$ cat src/rtl/modulation_scheduler.sv
// Three-phase modulator scheduler: produces the modulator angle and the shoot
// strobe at a fixed rate, slews the angular step toward a commanded target,
// and sequences start / stop / fault.
//
//   state | meaning
//   IDLE  | outputs hold, no ticks, waiting for start
//   SLEW  | ticking, cur_step moves one count toward tgt_step per ramp event
//   RUN   | ticking at constant cur_step
//   STOP  | ticking, cur_step ramps down to zero, then IDLE
//   FAULT | no ticks, shoot held low, waits for fault_clr with fault released
`timescale 1ns/1ps
module modulation_scheduler #(
    parameter int unsigned CLK_DIV      = 2400,
    parameter int unsigned RAMP_DIV     = 16,
    parameter logic [11:0] ANGLE_OFFSET = 12'd0
) (
    input  logic        clk,
    input  logic        reset,
    input  logic        start,
    input  logic        stop,
    input  logic        fault,
    input  logic        fault_clr,
    input  logic [11:0] step_target,
    input  logic        step_valid,
    output logic        step_ready,
    output logic [11:0] angle,
    output logic        shoot,
    output logic        running,
    output logic        fault_latched,
    output logic [2:0]  state
);

    localparam int CW = (CLK_DIV  > 2) ? $clog2(CLK_DIV)  : 1;
    localparam int RW = (RAMP_DIV > 2) ? $clog2(RAMP_DIV) : 1;
    localparam logic [CW-1:0] CNT_LAST  = CW'(CLK_DIV - 1);
    localparam logic [RW-1:0] RAMP_LAST = RW'(RAMP_DIV - 1);

    typedef enum logic [2:0] {
        S_IDLE  = 3'd0,
        S_SLEW  = 3'd1,
        S_RUN   = 3'd2,
        S_STOP  = 3'd3,
        S_FAULT = 3'd4
    } state_t;

    state_t        state_q, state_d;
    logic [11:0]   tgt_step, cur_step, cur_next, tgt_next, phase_acc;
    logic [CW-1:0] count;
    logic [RW-1:0] rcount;
    logic          active, tick, ramp, hs;

    // A fault in the same cycle kills a pending tick so no shoot escapes.
    assign active   = (state_q == S_SLEW) || (state_q == S_RUN) || (state_q == S_STOP);
    assign tick     = active && (count == CNT_LAST) && !fault;
    assign ramp     = tick && (rcount == RAMP_LAST);
    assign hs       = step_valid && step_ready;
    assign tgt_next = hs ? step_target : tgt_step;

    // Step slewing: one count per ramp event, toward target in SLEW, toward zero in STOP.
    always_comb begin
        cur_next = cur_step;
        if (ramp) begin
            if (state_q == S_SLEW) begin
                if (cur_step < tgt_step)
                    cur_next = cur_step + 12'd1;
                else if (cur_step > tgt_step)
                    cur_next = cur_step - 12'd1;
            end else if (state_q == S_STOP && cur_step != 12'd0) begin
                cur_next = cur_step - 12'd1;
            end
        end
    end

    // State register.
    always_ff @(posedge clk or negedge reset) begin
        if (!reset) state_q <= S_IDLE;
        else        state_q <= state_d;
    end

    // Next-state logic; fault overrides everything, then stop, then start.
    always_comb begin
        state_d = state_q;
        if (fault) begin
            state_d = S_FAULT;
        end else begin
            case (state_q)
                S_IDLE:  if (start) state_d = S_SLEW;
                S_SLEW:  if (stop) state_d = S_STOP;
                         else if (cur_next == tgt_next) state_d = S_RUN;
                S_RUN:   if (stop) state_d = S_STOP;
                         else if (hs && step_target != cur_step) state_d = S_SLEW;
                S_STOP:  if (cur_next == 12'd0) state_d = S_IDLE;
                S_FAULT: if (fault_clr) state_d = S_IDLE;
                default: state_d = S_IDLE;
            endcase
        end
    end

    // Status outputs decoded from the current state.
    always_comb begin
        step_ready    = (state_q == S_IDLE) || (state_q == S_SLEW) || (state_q == S_RUN);
        running       = active;
        fault_latched = (state_q == S_FAULT);
        state         = state_q;
    end

    // Datapath: target capture, step, phase accumulator, angle, tick and ramp counters.
    always_ff @(posedge clk or negedge reset) begin
        if (!reset) begin
            tgt_step  <= '0;
            cur_step  <= '0;
            phase_acc <= '0;
            angle     <= '0;
            shoot     <= 1'b0;
            count     <= '0;
            rcount    <= '0;
        end else begin
            tgt_step <= tgt_next;
            shoot    <= tick;
            if (state_q == S_IDLE && state_d == S_SLEW) begin
                cur_step  <= '0;
                phase_acc <= '0;
                count     <= '0;
                rcount    <= '0;
            end else if (state_q == S_FAULT && state_d == S_IDLE) begin
                cur_step  <= '0;
                phase_acc <= '0;
                angle     <= '0;
            end else begin
                cur_step <= cur_next;
                if (active)
                    count <= (count == CNT_LAST) ? '0 : count + 1'b1;
                if (tick) begin
                    phase_acc <= phase_acc + cur_step;
                    angle     <= phase_acc + cur_step + ANGLE_OFFSET;
                    rcount    <= (rcount == RAMP_LAST) ? '0 : rcount + 1'b1;
                end
            end
        end
    end

endmodule

$ cat config.mk
export PLATFORM = sky130hd
export DESIGN_NAME = modulation_scheduler
export DESIGN_NICKNAME = d
export VERILOG_FILES = /design/src/rtl/modulation_scheduler.sv
export SDC_FILE = /design/constraint.sdc
export NUM_CORES = 1
export LEC_CHECK = 0
export CELL_PAD_IN_SITES_DETAIL_PLACEMENT = 1
export CELL_PAD_IN_SITES_GLOBAL_PLACEMENT = 2
export CORE_ASPECT_RATIO = 0.9
export CORE_MARGIN = 2
export CORE_UTILIZATION = 39
export CTS_CLUSTER_DIAMETER = 80
export DETAILED_ROUTE_END_ITERATION = 6
export GPL_TIMING_DRIVEN = 1
export PLACE_DENSITY_LB_ADDON = 0.1
export SLEW_MARGIN = 15
export SYNTH_ARGS = -nofsm -noshare
export SYNTH_HDL_FRONTEND = slang
export SYNTH_SLANG_ARGS = --single-unit
$ cat constraint.sdc
create_clock -name clk -period 8.92 [get_ports clk]
set_clock_uncertainty 0.2 [all_clocks]
set_input_delay 0.892 -clock clk [delete_from_list [all_inputs] [get_ports clk]]
set_output_delay 0.892 -clock clk [all_outputs]
set_load 0.01 [all_outputs]
* After elaboration in Yosys (flattened, before gate mapping) *
Index checks and enable logic that the tools add are counted.

word-level totals
  memory bits (read-only) = 0
  logic and storage cells = 78
  flip-flop bits (word level) = 68
  bits in writable memories = 0
  memories = 0
  output and inout bits = 19
  input port bits = 19
  bits in latches = 0

operators by class
  add/subtract/negate cells = 5
  mux-type cells = 28
  eq/ne operators = 10
  multiply operators = 0
  div/mod/pow operators = 0
  bitwise gates (word level) = 1
  shift operators = 0
  magnitude comparators = 2
  reductions and logical operators = 24

operators by type and width
  kind                   number
  $mux 12                15
  $add 12x1->12 const B  2
  $mux 3                 8
  $mux 4                 4
  $pmux 3 s5             1
  $add 12x12->12         1
  $eq 12x12->1           1
  $eq 12x12->1 const B   1
  $gt 12x12->1           1
  $logic_not 12->1       1
  $lt 12x12->1           1
  $ne 12x12->1           1
  $reduce_bool 12->1     1
  $sub 12x1->12 const B  1
  $logic_and 1x1->1      8
  $eq 3x1->1 const B     2
  $eq 3x2->1 const B     2
  $logic_not 3->1        2
  $reduce_and 2->1       3
  $reduce_bool 2->1      3
  $add 4x1->4 const B    1
  $eq 4x4->1 const B     1
  $logic_or 1x1->1       4
  $eq 3x3->1 const B     1
  4 further kinds        4

* Longest topological paths before layout *
Gate-level depths: netlist (run 1).

  word-level depth = 16
  gate-level depth with buffers = 15
  gate-level depth less buffers = 13

* Worst setup path after synthesis (run 1) *
Ideal clock, no wire load.

  path kind = reg2reg
  from = reg cur_step[1]
  to = reg state_q[1], in the netlist state[1]
  stages on the path, launching flop included = 14
  required time = 8601 ps
  period minus slack after synthesis = 3653 ps
  slack = 5267 ps
  arrival time = 3334 ps
  path buffers = 1
  setup time = 119 ps
  cell sequence = dfrtp_1 -> ha_1 -> nor2b_1 -> o211ai_1 -> a211oi_1 -> o31ai_1 -> and2_4 -> buf_6 -> a21o_1 -> a2111oi_2 -> nand4_1 -> o41ai_2 -> o21ai_1 -> o21ba_1

on the way
  cells in the longest elaborated chain, start to end = 10
  elaborated cells between the ends (all ways) = 22
  classes of those cells = add/sub (2); order compare (2); eq/ne (2); mux (12); reduce/logical (4)

RTL lines
  what                                                 RTL line  RTL
  start, declared                                      47        logic [11:0] tgt_step, cur_step, cur_next, tgt_next, phase_acc;
  start signal, assigned                               130       cur_step <= cur_next;
  $sub 12x1->12 (tied with other cells)                67, 69
  $mux 12 / $logic_and 1x1->1 (equally long branches)  66, 68
  $mux 12, on equally long branches                    64, 68
  $mux 12                                              63        if (state_q == S_SLEW) begin
  $mux 12                                              62        if (ramp) begin
  $eq 12x12->1                                         89        else if (cur_next == tgt_next) state_d = S_RUN;
  $mux 3                                               89
  $mux 3                                               88        S_SLEW: if (stop) state_d = S_STOP;
  $pmux 3 s5 (*)                                       86        case (state_q)
  $mux 3 (*)                                           83        if (fault) begin
  via state_d[1]                                       46        state_t state_q, state_d;
  end signal, assigned                                 77        else state_q <= state_d;
  end, declared                                        46

Mark *: on every way through the listed nets, which the timed path passes. The rest lies on a longest branch.
A chain may end at the register's enable or synchronous reset.

* Worst setup path after layout (run 1) *
  from = reg cur_step[7]
  to = reg state_q[0], in the netlist state[0]

Same word-level chain as after synthesis.

==> metrics.txt, run 1 <==
root buffer cell=sky130_fd_sc_hd__clkbuf_16; Worst path max stage delay=between 600 and 700 ps; result of the run=completed; number of flops mapped to enable cells by yosys=0; ordered list of cells on the worst path=ha_1 -> a21oi_1 -> o21ai_1 -> and2_0 -> o31ai_1 -> nand2_1 -> a21oi_1 -> o221ai_1 -> a2111oi_0 -> nand4b_1 -> o31ai_1 -> a21oi_1; Sink Count=68; count of yosys warnings during synthesis=0; total via count after detailed routing=between 4,000 and 5,000; first-pass GRT wire length=27,190 um; Static Leak=around 2.7 nW; Avg WL per Cell=around 22 um; Power Internal=about 0.00061 W; placed wire-length estimate after detailed placement=12,720 um; Synth Flop Type=sky130_fd_sc_hd__dfrtp_1; worst-path cell with the longest stage delay=sky130_fd_sc_hd__dfrtp_1; initial DRC count=240; Power Density=~150 mW/mm^2; RSZ-0062 raised after global routing=no; achievable clock frequency=~210 MHz; Net Count, Synth=~640; number of buffer and inverter stages on the critical path=0; initial core utilization=0.3962; startpoint type of the worst setup path=flip-flop; number of rows in the core area=39; final cycle utilization of the critical path=0.5272; Cells after Synth=593; H-tree levels=3; number of global-route vias before repair=roughly 4,900; Global Route Usage Sum=0.2609; number of fill cells=about 1,500; cts bufs inserted=9; multi-input logic area=roughly 0.0030 mm^2; combinational share of power=0.143; Final Routed Wirelength=~17,000 um; total of max-cap violations=0; worst setup slack for register-to-register paths=between 4000 and 5000 ps; Layout Area Growth over Synthesis=16.17%; sequential share of power=0.409; final-report setup violation count=0; net switching fraction of the power=0.2787; final number of hold-violating endpoints=0; core area=roughly 0.013 mm^2; worst-path fanout max=11; Max transition margin=0.3277; register bit count reported by yosys=just under 70; Setup TNS=0 ps; clk slew on worst S/H paths=around 60 ps; die boundary width=around 120 um; detailed-route DRC error count=0; via density per instance=about 6; Max clock buf depth=2; average cell area after synthesis=8.379 um^2; largest net degree at the start of global routing=just under 70; number of primary I/O pins=38; post-cts sizing count=0; Seq/Total Area, Yosys=0.3425; fin nets=approximately 670; Worst setup EP type=flip-flop; die area=~0.014 mm^2; Top cell by count, worst path=sky130_fd_sc_hd__a21oi_1; number of detailed-route iterations in the first pass=4; maximum VDD drop=0.09116 mV; CTS tree=built; post-route antenna net violation count=0; type of the worst setup path=flip-flop to flip-flop; total count of max-transition violations in the final report=0; hold-fix buffer count after cts=0; antenna violations before repair=0; count of buffers from port buffering=37; final core utilization=0.4602; proportion of synthesized flip-flops having asynchronous set or reset=1.000; synthesized area=about 0.0050 mm^2; worst hold start=angle[4]$_DFFE_PN0P_; CP required=about 8900 ps; family with the most delay on the worst path=compound AO/OA/AOI/OAI gates; worst r2r src=cur_step[7]$_DFF_PN0_; ratio of cells with drive above 1 in the final layout=0.07188; height of the chip=111.1 um; routability congestion estimate=0.9383; Post-CTS Setup Repair Bufs=0; Crit path arrival time=4730 ps; Sequential Area=between 0.0015 and 0.002 mm^2; remaining global-route overflow=0; worst hold path type=flip-flop to flip-flop; slew at the pin closest to its max-slew limit=1005 ps; clock latency on the worst-skew pair=roughly 340 ps; Psw=approximately 0.00023 W; Clock power frac=0.448; antenna cell count=0; Critical Path Source=cur_step[7]$_DFF_PN0_; post-layout minimum cycle time=4702 ps; count of cell types in the netlist=about 70
## worst paths after layout
kind	end	depth (start not counted)
setup / recovery	state[0]$_DFF_PN0_	12
min in group asynchronous	tgt_step[11]$_DFF_PN0_	1
hold / removal	angle[4]$_DFFE_PN0P_	2
hold reg to reg	angle[4]$_DFFE_PN0P_	2
setup reg to reg	state[0]$_DFF_PN0_	12
max in group asynchronous	count[0]$_DFFE_PN0P_	1
## through the flow
stage	instances	instance area (um^2)	setup slack (ps)	hold WS, ps	total power, W
detailed placement	774	5460	4307	254.6	0.0004688
finish	790	5772	4218	262.7	0.0008397
global route	790	5772	4092	293.3	0.0008758
floorplan	593	4969	5267	243.0	0.0004169
global placement	774	5460	4355	247.9	0.0004656
CTS	790	5772	4514	268.5	0.0008483
## registers in the layout (all words and copies together) (netlist names)
signal and count:
tgt_step 12, state 3, rcount 4, shoot 1, cur_step 12, count 12
angle 12, phase_acc 12
## power by group through the flow
stage                     sequential [W]  clock, W  combinational [W]
after floorplan                 0.000343         0          0.0000741
after detailed placement        0.000349         0           0.000120
final                           0.000343  0.000376           0.000120
after global routing            0.000346  0.000395           0.000134
after global placement          0.000348         0           0.000118
after CTS                       0.000343  0.000384           0.000121
## cell families after synthesis
group,share of synthesized area
muxes,0.03022
AOI/OAI and AO/OA,0.1954
buffers and inverters,0.05187
DFF,0.3425
and+or+nand+nor,0.2367
adders and majority gates,0.07454
xor gates and xnor gates,0.06875
## cells in the mapped netlist (3+ instances only)
cell type                  count  area (um^2)
sky130_fd_sc_hd__a21oi_1      24        120.1
sky130_fd_sc_hd__o31ai_1      10        75.07
sky130_fd_sc_hd__o21ai_1       3        15.01
sky130_fd_sc_hd__a22o_1        5        43.79
sky130_fd_sc_hd__mux2i_1       6        60.06
sky130_fd_sc_hd__nand2_1      92        345.3
sky130_fd_sc_hd__nor2b_1       6        37.54
sky130_fd_sc_hd__clkbuf_1     20        75.07
sky130_fd_sc_hd__nor4_1        6        37.54
sky130_fd_sc_hd__xor2_1       20        175.2
sky130_fd_sc_hd__and2_1        6        37.54
sky130_fd_sc_hd__nor2_1       46        172.7
sky130_fd_sc_hd__and4_1        3        26.28
sky130_fd_sc_hd__o41ai_1       3        26.28
sky130_fd_sc_hd__ha_1         28        350.3
sky130_fd_sc_hd__o31a_1        5        43.79
sky130_fd_sc_hd__and3_1        8        50.05
sky130_fd_sc_hd__nor3b_1       7        52.55
sky130_fd_sc_hd__or3_1         6        37.54
sky130_fd_sc_hd__o21ai_0      35        175.2
sky130_fd_sc_hd__buf_6         4        45.04
sky130_fd_sc_hd__dfrtp_1      68         1702
sky130_fd_sc_hd__nand2b_1      3        18.77
sky130_fd_sc_hd__xnor2_1      19        166.4
sky130_fd_sc_hd__nor3_1       14        70.07
sky130_fd_sc_hd__or2_2         4        25.02
sky130_fd_sc_hd__a211oi_1      4        30.03
sky130_fd_sc_hd__o211ai_1      3        22.52
sky130_fd_sc_hd__nand3_1      20        100.1
sky130_fd_sc_hd__a21o_1        4        30.03
sky130_fd_sc_hd__a31oi_1       9        56.30
sky130_fd_sc_hd__inv_1        33        123.9
sky130_fd_sc_hd__mux2_2        8        90.09
sky130_fd_sc_hd__o21bai_1      6        45.04
sky130_fd_sc_hd__nand4_1      10        62.56
sky130_fd_sc_hd__o221ai_1      3        26.28
## placed cells by master (no fill, tap or decap), types with 7 or more instances in the layout
master,count
sky130_fd_sc_hd__mux2_2,8
sky130_fd_sc_hd__dfrtp_1,68
sky130_fd_sc_hd__o31ai_1,10
sky130_fd_sc_hd__xor2_1,20
sky130_fd_sc_hd__nor3_1,14
sky130_fd_sc_hd__clkbuf_16,9
sky130_fd_sc_hd__xnor2_1,19
sky130_fd_sc_hd__ha_1,28
sky130_fd_sc_hd__inv_1,33
sky130_fd_sc_hd__nand3_1,20
sky130_fd_sc_hd__a31oi_1,9
sky130_fd_sc_hd__clkdlybuf4s50_1,36
sky130_fd_sc_hd__nor2_1,46
sky130_fd_sc_hd__o21ai_0,35
sky130_fd_sc_hd__nand2_1,92
sky130_fd_sc_hd__and3_1,8
sky130_fd_sc_hd__buf_4,8
sky130_fd_sc_hd__nand4_1,10
sky130_fd_sc_hd__a21oi_1,24
sky130_fd_sc_hd__nor3b_1,7
## tightest hold or removal path: stages (launching register included)
cell,delay [ps]
sky130_fd_sc_hd__dfrtp_1,340
sky130_fd_sc_hd__nand2_1,50
sky130_fd_sc_hd__nand2_1,50
## metal layers
layer	part of all wire	up-vias	track usage
met5	0	-	0
met4	0.024	0	0.08106
met3	0.055	30	0.06121
met2	0.45	135	0.3948
met1	0.47	2272	0.3671
li1	-	2167	-
## final cells by class
cell class                      instances  area share
Multi-Input combinational cell        465      0.5214
Sequential cell                        68      0.2948
Timing Repair Buffer                   44     0.07284
Clock buffer                           11     0.04379
Tap cell                              164     0.03555
Inverter                               33     0.02146
Clock inverter                          5     0.01019
(Power assumes the default switching activity.)
==> inputs of run 2 (changes only) <==
--- a/config.mk
+++ b/config.mk
@@ -9,7 +9,7 @@
 export CELL_PAD_IN_SITES_GLOBAL_PLACEMENT = 2
 export CORE_ASPECT_RATIO = 0.9
 export CORE_MARGIN = 2
-export CORE_UTILIZATION = 39
+export CORE_UTILIZATION = 33
 export CTS_CLUSTER_DIAMETER = 80
 export DETAILED_ROUTE_END_ITERATION = 6
 export GPL_TIMING_DRIVEN = 1
==> constraint.sdc (replaced) <==
create_clock -name clk -period 4.2 [get_ports clk]
set_clock_uncertainty 0.2 [all_clocks]
set_input_delay 0.42 -clock clk [delete_from_list [all_inputs] [get_ports clk]]
set_output_delay 0.42 -clock clk [all_outputs]
set_load 0.01 [all_outputs]
==> run 2 against run 1 <==
- flip-flop and latch count unchanged
- utilization fell by 4.3 points
- sequential power up 110%
- sequential share of layout area down 1.8 points
- routed wire length increased by 4.8%
- global-route usage fell by 2.9 points
- count of clock-buffer cells in the layout is 2 lower
- critical path type unchanged
- highest routed layer unchanged
==> metrics.txt, run 2 (synthesis gave the netlist of run 1 again) <==
Max transition margin=0.3365; Sink Count=68; total via count after detailed routing=4,700; combinational share of power=0.152; final cycle utilization of the critical path=0.9488; final-report setup violation count=0; root buffer cell=sky130_fd_sc_hd__clkbuf_16; Layout Area Growth over Synthesis=23.67%; H-tree levels=3; initial DRC count=roughly 270; number of buffer and inverter stages on the critical path=2; worst slack at placement=around 17 ps; routability congestion estimate=around 0.92; Placed Instances=between 800 and 900; Setup TNS=0 ps; Worst setup EP type=flip-flop; family with the most delay on the worst path=compound AO/OA/AOI/OAI gates; sequential share of power=0.394; achievable clock frequency=between 200 and 300 MHz; antenna violations before repair=0; Global Route Usage Sum=0.2319; via density per instance=approximately 5.5; CTS tree=built; post-layout minimum cycle time=about 4000 ps; multi-input logic area=0.003078 mm^2; worst flop-to-flop path endpoint=state[1]$_DFF_PN0_; Clock power frac=0.454; core area=about 0.015 mm^2; placed wire-length estimate after detailed placement=between 10,000 and 15,000 um; fin nets=approximately 700; ordered list of cells on the worst path=ha_1 -> nand4_1 -> buf_4 -> a211oi_4 -> o31ai_2 -> a211oi_1 -> o32ai_4 -> buf_4 -> a2111oi_2 -> nand4_1 -> o41ai_2 -> o21ai_1 -> o21ba_1; clk slew on worst S/H paths=roughly 60 ps; number of fill cells=between 1,500 and 2,000; type of the worst setup path=flip-flop to flip-flop; final core utilization=0.4176; number of global-route vias before repair=about 4,800; worst-path cell with the longest stage delay=sky130_fd_sc_hd__a211oi_1; Worst path max stage delay=roughly 430 ps; number of detailed-route iterations in the first pass=4; Psw=0.0005107 W; count of buffers from port buffering=37; post-route antenna net violation count=0; Power Density=between 200 and 300 mW/mm^2; worst hold path type=input pin to asynchronous set/reset pin; net switching fraction of the power=0.2772; initial core utilization=0.3377; Final Routed Wirelength=17,860 um; slack of the critical path=215.2 ps; Power Internal=~0.0013 W; ratio of cells with drive above 1 in the final layout=0.1351; first-pass GRT wire length=28,270 um; antenna cell count=0; total of max-cap violations=0; number of rows in the core area=42; result of the run=completed; commonest non-fill, non-tap cell in the layout=sky130_fd_sc_hd__nand2_1; Crit path arrival time=between 4000 and 5000 ps; final number of hold-violating endpoints=0; CP required=between 4000 and 5000 ps; Avg WL per Cell=between 20 and 25 um; die boundary width=~130 um; worst hold margin=between 10 and 15 ps; largest net degree at the start of global routing=between 60 and 70; Sequential Area=~0.0017 mm^2; remaining global-route overflow=0; slew at the pin closest to its max-slew limit=991.6 ps; number of primary I/O pins=38; cts bufs inserted=9; Static Leak=2.832 nW; maximum VDD drop=~0.18 mV; non-filler instance count after layout=between 800 and 900; Max clock buf depth=2; detailed-route DRC error count=0; die area=approximately 0.016 mm^2; reg2reg path depth=13; RSZ-0062 raised after global routing=no; startpoint type of the worst setup path=flip-flop; total count of max-transition violations in the final report=0; worst-path fanout max=7; height of the chip=120.4 um; clock latency on the worst-skew pair=350 ps; worst r2r src=cur_step[10]$_DFF_PN0_; highest-count cells in the layout ignoring fill and taps=sky130_fd_sc_hd__nand2_1, sky130_fd_sc_hd__dfrtp_1, sky130_fd_sc_hd__nor2_1; worst setup slack for register-to-register paths=about 220 ps
==> run 2: cell types whose count changed in the layout (fill, tap and decap cells not counted), sizes merged <==
cell	previous run	this run
clkinv	1	2
bufinv	1	2
clkinvlp	2	1
clkbuf	11	9
inv	34	35
buf	8	41
==> run 2: worst max-delay path by stage <==
stage / endpoint / cells past startpoint / startpoint / slack, ps
after floorplan: state[1]$_DFF_PN0_ / 13 / cur_step[1]$_DFF_PN0_ / 550
after global placement: state[1]$_DFF_PN0_ / 12 / tgt_step[11]$_DFF_PN0_ / 10
after detailed placement: state[1]$_DFF_PN0_ / 12 / tgt_step[11]$_DFF_PN0_ / 20
after CTS: state[0]$_DFF_PN0_ / 12 / cur_step[4]$_DFF_PN0_ / 30
after global routing: state[1]$_DFF_PN0_ / 14 / tgt_step[1]$_DFF_PN0_ / 0.5
final: state[1]$_DFF_PN0_ / 13 / cur_step[10]$_DFF_PN0_ / 220
==> run 2: area by class of cell <==
cell class	count	area share
clock buffer	9	0.03665
clock inverter	7	0.01609
inverter	33	0.02016
multi-input combinational	465	0.5009
sequential	68	0.2771
tap	198	0.04032
timing repair buffer	77	0.1087
==> run 2: repair_timing <==
action                     in CTS  in global routing
pin swaps                       0                  6
hold buffers                    0                  0
gates resized for setup         1                 21
buffers inserted                0                  4
setup endpoints to repair       1                  2
==> run 2: through the flow <==
| step | cell area [um^2] | power [W] |
|---|---|---|
| finish | 6145 | 0.001843 |
| global route | 6145 | 0.001933 |
| CTS | 6050 | 0.001861 |
| detailed placement | 5720 | 0.001008 |
| global placement | 5720 | 0.001005 |
| floorplan | 4969 | 0.0008854 |
==> run 2: power groups by stage <==
stage	logic, W	clock network [W]	registers (W)
after floorplan	0.000157	0	0.000728
after global placement	0.000269	0	0.000736
after detailed placement	0.000271	0	0.000737
after CTS	0.000273	0.000862	0.000726
after global routing	0.000315	0.000888	0.000730
final	0.000280	0.000837	0.000726
==> run 2: per-layer routing <==
metal / routed length (um) / global-route usage / vias to the layer above
met1: 8783 / 0.3286 / 2326
met3: 778 / 0.03354 / 14
met2: 8075 / 0.3660 / 113
met5: 0 / 0 / -
met4: 223 / 0.07247 / 0
li1: - / - / 2247
